==> src/rtl/cavlc_bitstream_aligner_if.sv <==
// Bitstream handshake and window bus between the CAVLC aligner, its word feeder
// and the syntax-element decoders.
interface cavlc_bitstream_aligner_if #(
    parameter int unsigned IN_W  = 32,
    parameter int unsigned WIN_W = 16
);
    logic [IN_W-1:0]  InData;
    logic             InValid;
    logic             InReady;
    logic             ConsumeEn;
    logic [4:0]       ConsumeLen;
    logic             AlignEn;
    logic             Flush;
    logic [WIN_W-1:0] BitStreamShifted;
    logic             WindowValid;
    logic [6:0]       BitCount;
    logic [2:0]       BitPos;
    logic             Err;

    modport master (
        output InData, InValid, ConsumeEn, ConsumeLen, AlignEn, Flush,
        input  InReady, BitStreamShifted, WindowValid, BitCount, BitPos, Err
    );

    modport slave (
        input  InData, InValid, ConsumeEn, ConsumeLen, AlignEn, Flush,
        output InReady, BitStreamShifted, WindowValid, BitCount, BitPos, Err
    );
endinterface

==> src/rtl/cavlc_bitstream_aligner.sv <==
// Left-justified bit buffer feeding CAVLC decoders: loads 32-bit words, presents the
// next 16 unconsumed bits and advances by the codeword length handed back.
module cavlc_bitstream_aligner #(
    parameter int unsigned IN_W  = 32,
    parameter int unsigned WIN_W = 16,
    parameter int unsigned BUF_W = 64
) (
    input logic                     Clk,
    input logic                     Reset,
    cavlc_bitstream_aligner_if.slave bs
);
    localparam int unsigned CNT_W   = 7;
    localparam logic [4:0]  WIN_LEN = 5'(WIN_W);

    logic [BUF_W-1:0] bit_buf_q, bit_buf_nxt, ins_bits;
    logic [CNT_W-1:0] count_q, count_nxt, drop, remain, align_len;
    logic [2:0]       pos_q, pos_nxt;
    logic             err_q, err_nxt;
    logic             ready_q, ready_nxt;
    logic             wvalid_q, wvalid_nxt;
    logic             accept;

    // Removal amount, error detection and buffer/count update for this cycle
    always_comb begin
        accept      = bs.InValid & ready_q;
        drop        = '0;
        err_nxt     = err_q;
        align_len   = CNT_W'(3'(3'd0 - pos_q));

        if (bs.AlignEn) begin
            if (align_len > count_q) err_nxt = 1'b1;
            else                     drop    = align_len;
            if (bs.ConsumeEn)        err_nxt = 1'b1;
        end else if (bs.ConsumeEn) begin
            if ((bs.ConsumeLen > WIN_LEN) || (CNT_W'(bs.ConsumeLen) > count_q))
                err_nxt = 1'b1;
            else
                drop = CNT_W'(bs.ConsumeLen);
        end

        // New word lands directly behind whatever survives the removal
        remain      = count_q - drop;
        ins_bits    = accept ? ({bs.InData, {(BUF_W-IN_W){1'b0}}} >> remain) : '0;
        bit_buf_nxt = (bit_buf_q << drop) | ins_bits;
        count_nxt   = remain + (accept ? CNT_W'(IN_W) : CNT_W'(0));
        pos_nxt     = pos_q + drop[2:0];

        if (bs.Flush) begin
            bit_buf_nxt = '0;
            count_nxt   = '0;
            pos_nxt     = '0;
            err_nxt     = 1'b0;
        end

        ready_nxt  = (count_nxt <= CNT_W'(BUF_W - IN_W));
        wvalid_nxt = (count_nxt >= CNT_W'(WIN_W));
    end

    always_ff @(posedge Clk) begin
        if (Reset) begin
            bit_buf_q <= '0;
            count_q   <= '0;
            pos_q     <= '0;
            err_q     <= 1'b0;
            ready_q   <= 1'b1;
            wvalid_q  <= 1'b0;
        end else begin
            bit_buf_q <= bit_buf_nxt;
            count_q   <= count_nxt;
            pos_q     <= pos_nxt;
            err_q     <= err_nxt;
            ready_q   <= ready_nxt;
            wvalid_q  <= wvalid_nxt;
        end
    end

    assign bs.BitStreamShifted = bit_buf_q[BUF_W-1 -: WIN_W];
    assign bs.WindowValid      = wvalid_q;
    assign bs.BitCount         = count_q;
    assign bs.BitPos           = pos_q;
    assign bs.Err              = err_q;
    assign bs.InReady          = ready_q;
endmodule

==> src/flat_wrapper.sv <==
// flat-port wrapper written by rule: the top's interface ports become plain ports
module cavlc_bitstream_aligner_flat 
#(
    parameter int unsigned IN_W  = 32,
    parameter int unsigned WIN_W = 16,
    parameter int unsigned BUF_W = 64
)
  (Clk, Reset, bs_InData, bs_InValid, bs_ConsumeEn, bs_ConsumeLen, bs_AlignEn, bs_Flush, bs_InReady, bs_BitStreamShifted, bs_WindowValid, bs_BitCount, bs_BitPos, bs_Err);
  cavlc_bitstream_aligner_if #(.IN_W(IN_W), .WIN_W(WIN_W)) bs_i ();
  input logic Clk;
  input logic Reset;
  input wire logic [$bits(bs_i.InData)-1:0] bs_InData;
  input wire logic [$bits(bs_i.InValid)-1:0] bs_InValid;
  input wire logic [$bits(bs_i.ConsumeEn)-1:0] bs_ConsumeEn;
  input wire logic [$bits(bs_i.ConsumeLen)-1:0] bs_ConsumeLen;
  input wire logic [$bits(bs_i.AlignEn)-1:0] bs_AlignEn;
  input wire logic [$bits(bs_i.Flush)-1:0] bs_Flush;
  output wire logic [$bits(bs_i.InReady)-1:0] bs_InReady;
  output wire logic [$bits(bs_i.BitStreamShifted)-1:0] bs_BitStreamShifted;
  output wire logic [$bits(bs_i.WindowValid)-1:0] bs_WindowValid;
  output wire logic [$bits(bs_i.BitCount)-1:0] bs_BitCount;
  output wire logic [$bits(bs_i.BitPos)-1:0] bs_BitPos;
  output wire logic [$bits(bs_i.Err)-1:0] bs_Err;
  assign bs_i.InData = bs_InData;
  assign bs_i.InValid = bs_InValid;
  assign bs_i.ConsumeEn = bs_ConsumeEn;
  assign bs_i.ConsumeLen = bs_ConsumeLen;
  assign bs_i.AlignEn = bs_AlignEn;
  assign bs_i.Flush = bs_Flush;
  assign bs_InReady = bs_i.InReady;
  assign bs_BitStreamShifted = bs_i.BitStreamShifted;
  assign bs_WindowValid = bs_i.WindowValid;
  assign bs_BitCount = bs_i.BitCount;
  assign bs_BitPos = bs_i.BitPos;
  assign bs_Err = bs_i.Err;
  cavlc_bitstream_aligner #(.IN_W(IN_W), .WIN_W(WIN_W), .BUF_W(BUF_W)) u_core (.Clk(Clk), .Reset(Reset), .bs(bs_i));
endmodule
==> config.mk <==
export PLATFORM = sky130hd
export DESIGN_NAME = cavlc_bitstream_aligner_flat
export DESIGN_NICKNAME = d
export VERILOG_FILES = /design/src/rtl/cavlc_bitstream_aligner_if.sv /design/src/rtl/cavlc_bitstream_aligner.sv /design/src/flat_wrapper.sv
export SDC_FILE = /design/constraint.sdc
export NUM_CORES = 1
export LEC_CHECK = 0
export CAP_MARGIN = 10
export CORE_ASPECT_RATIO = 0.75
export CORE_MARGIN = 2
export CORE_UTILIZATION = 55
export CTS_CLUSTER_DIAMETER = 200
export DETAILED_ROUTE_END_ITERATION = 6
export PLACE_DENSITY = 0.76
export SYNTH_ARGS = -nofsm -noshare
export SYNTH_HDL_FRONTEND = slang
export SYNTH_SLANG_ARGS = --single-unit
==> constraint.sdc <==
create_clock -name Clk -period 7.48 [get_ports Clk]
set_input_delay 1.496 -clock Clk [delete_from_list [all_inputs] [get_ports Clk]]
set_output_delay 1.496 -clock Clk [all_outputs]
set_load 0.005 [all_outputs]
==> results by group <==
Synthesis
  • Seq/Total Area, Yosys: 16.5%
  • Syn_area_per_cell: 7.95 um2
  • Number of synthesized flops with an enable pin: 0
  • Top cell types by occurrence after synthesis: mux2i_1 (170), nand2_1 (135), nor2_1 (86)
  • Synth Flop Type: dfxtp_1
  • Count leader, synth: mux2i_1
  • Xor-xnor portion of the synthesized cell area: 0.564%
  • Yosys top cell by area: mux2i_1
  • Complex-gate fraction of the synthesized area: 27.8%
  • Mapped cell area: 9320 um2
  • Mux share of post-synthesis cell area: 27.5%
  • Largest family of logic cells by synthesized area: compound AO/OA/AOI/OAI gates
  • Asr flop ratio synth: 0%
  • Largest cells by area after synthesis: mux2i_1 (18%), dfxtp_1 (17%), nand2_1 (5.4%)
  • Simple-gate share of the synthesized area: 17.3%
  • Synthesized-area fraction occupied by adder cells: 2.58%
  • Yosys warnings: 0
  • Flops & latches, synth: 77
  • Synthesized instance count: 1172
  • Synth cell types: 87
  • Synth top area share: 18.3%
  • Syn nets: 1233

Timing
  • Final-report hold violation count: 0
  • Worst slew margin: 5.63%
  • Unrepaired setup endpoints after global routing: false
  • Worst slew pin tran: 1.41 ns
  • Endpoints failing setup: 0
  • Pins Over Slew Limit: 0
  • Final WS setup: 1.08 ns
  • Period utilization: 85.6%
  • Max Clk Rate: 156 MHz
  • Final min period: 6.40 ns
  • Clk_skew: 0.00835 ns
  • Setup TNS: 0 ns

Power and ir drop
  • Sw frac: 52.0%
  • Reg power frac: 19.6%
  • Int Power: 1.31 mW
  • Combinational Power Share: 64.3%
  • Worst vdd ir: 0.000140 V
  • Net Sw Power: 1.42 mW
  • P_leak: 3.73 nW
  • Clk pwr share: 16.1%
  • Power Dens Cells: 268 nW/um2

Clock network
  • Cts bufs inserted: 9
  • Depth of the CTS H-tree: 3
  • CTS max path bufs: 2
  • Sink Count: 77
  • Worst-Skew Late Latency: 0.36 ns
  • Post-CTS setup buffers: 0
  • Post_cts resized: 0
  • Clock-pin slew on the worst setup and hold paths: 0.07 ns
  • Root buf cell: clkbuf_16
  • TritonCTS clock tree: done
  • Hold buffers post-CTS: 0

Min path
  • Hold WC Path Type: flop to flop

Layout
  • Diodes inserted: 0
  • Area Growth Syn to Fin: 9.58%
  • Final Non-Filler Cells: 1392
  • Fin area: 10200 um2
  • FILL cells: 1528
  • Multi-input logic area: 7090 um2
  • Layout cells sized above 1: 12.1%
  • NumNets Final: 1233
  • Final core utilization: 61.0%
  • Reg area: 1540 um2

Floorplanning
  • I/O pin cnt: 72
  • Die height: 117 um
  • Initial core utilization: 55.7%
  • Num rows: 41
  • Die area: 18000 um2
  • Chip width: 154 um
  • Core Region: 16700 um2

Placement
  • Area after DPL: 9920 um2
  • Dpl ws: 0.914 ns
  • Post-DP HPWL: 29100 um
  • Port Buf Inserts: 71
  • RD Place Congestion: 1.05
  • Inst Count DP: 1376

Worst setup path
  • Worst-path maximum fanout: 28
  • Register-to-Register Setup Slack: 2.00 ns
  • Arrival @ worst endpoint: 6.68 ns
  • CP required: 7.76 ns
  • Crit. End Element: flop
  • Setup Crit Path Kind: primary input to flop
  • Critical Path Start Type: primary input

Route
  • First drt pass iteration count: 7
  • Detailed-route vias per instance: 7.42
  • Via count: 10300
  • Drt total wl: 39000 um
  • Initial DRC Count: 1954
  • Routed Antenna Nets: 0
  • Wire length per cell: 28.0 um
  • # DRC: 12

GRT
  • First-pass GRT wire length: 58600 um
  • Initial antenna violation count: 1
  • Number of global-route vias before repair: 9226
  • Largest net degree at the start of global routing: 53
  • GR Overflow Total: 0
  • Total GRT Usage: 43.0%

Run status
  • Failing checks: DRC
  • Status: finished, violations left

Flow run
  • Max-cap violations: 0
-- layer usage --
metal	up-vias	global-route usage, %	part of all wire [%]
li1	4466	-	-
met1	4888	60.7	42
met2	868	59.3	39
met3	101	18.5	17
met4	0	12.0	3.0
met5	-	0	0
-- cell families (layout without fill, tap and decap cells) --
family	count (synthesis)	count (layout)
compound gates	369	369
fa+ha+maj	18	18
flops	77	77
mux	224	224
simple gates	344	344
xor+xnor	6	6
buf+inv	134	139
-- layout by cell type (no fill, tap or decap), drive strengths merged, types with 13 or more instances in the layout --
cell type and n:
a211oi 17, mux4 21, o31a 13, a22oi 32, nor3 32, inv 21
a31oi 24, ha 16, mux2 27, a221oi 21, buf 31, clkdlybuf4s50 71
nand2 137, o211ai 13, o21ai 48, mux2i 176, a21oi 81, nand3 22
o21a 15, o22ai 31, dfxtp 77, nor2 90
-- final cells by class --
class,count,area share [%]
clock buffer,10,2.34
sequential,77,15.1
tap,215,2.64
multi-input combinational,961,69.4
clock inverter,6,0.453
timing repair buffer,102,9.24
inverter,21,0.797
-- state kept, by name, summed over array words and instances, names as in the netlist --
register,count
u_core.bs.InReady,1
u_core.bit_buf_q,64
u_core.bs.BitPos,3
u_core.bs.WindowValid,1
u_core.bs.Err,1
u_core.bs.BitCount,7
-- through the flow --
stage / hold WS [ns] / power [mW]
after floorplan: 0.476 / 1.66
after global placement: 0.464 / 2.19
after detailed placement: 0.472 / 2.19
after CTS: 0.485 / 2.63
after global routing: 0.499 / 2.84
final: 0.484 / 2.73
-- critical path, cell delays in order --
cell and delay (ns):
clkdlybuf4s50_1 0.57, ha_1 0.29, a21o_1 0.19, o21ai_1 0.22, o211ai_2 0.12, buf_4 0.21
nand3_4 0.09, buf_4 0.42, inv_2 0.08, ha_1 0.27, nor2b_1 0.14, o211ai_1 0.24
nand3_1 0.10, nand3_1 0.31, clkinv_1 0.37, nor3_2 0.25, buf_4 0.28, nand2_1 0.31
nor3_1 0.32, a21oi_1 0.15, a31oi_1 0.24
-- final timing paths --
check                                         start                   end  depth (start not counted)
worst max-delay path               bs_ConsumeLen[2]  u_core.bit_buf_q[57]                         21
worst min-delay path                  u_core.bs.Err         u_core.bs.Err                          1
worst max register to register  u_core.bs.BitPos[0]  u_core.bit_buf_q[37]                         21
worst min register to register        u_core.bs.Err         u_core.bs.Err                          1
-- power groups by stage --
stage,clock network [mW],logic [mW],registers (mW)
final,0.440,1.76,0.537
after global routing,0.458,1.84,0.539
after CTS,0.435,1.66,0.530
after detailed placement,0,1.65,0.539
after global placement,0,1.65,0.540
after floorplan,0,1.15,0.514
Power figures use the tool's default switching activity.
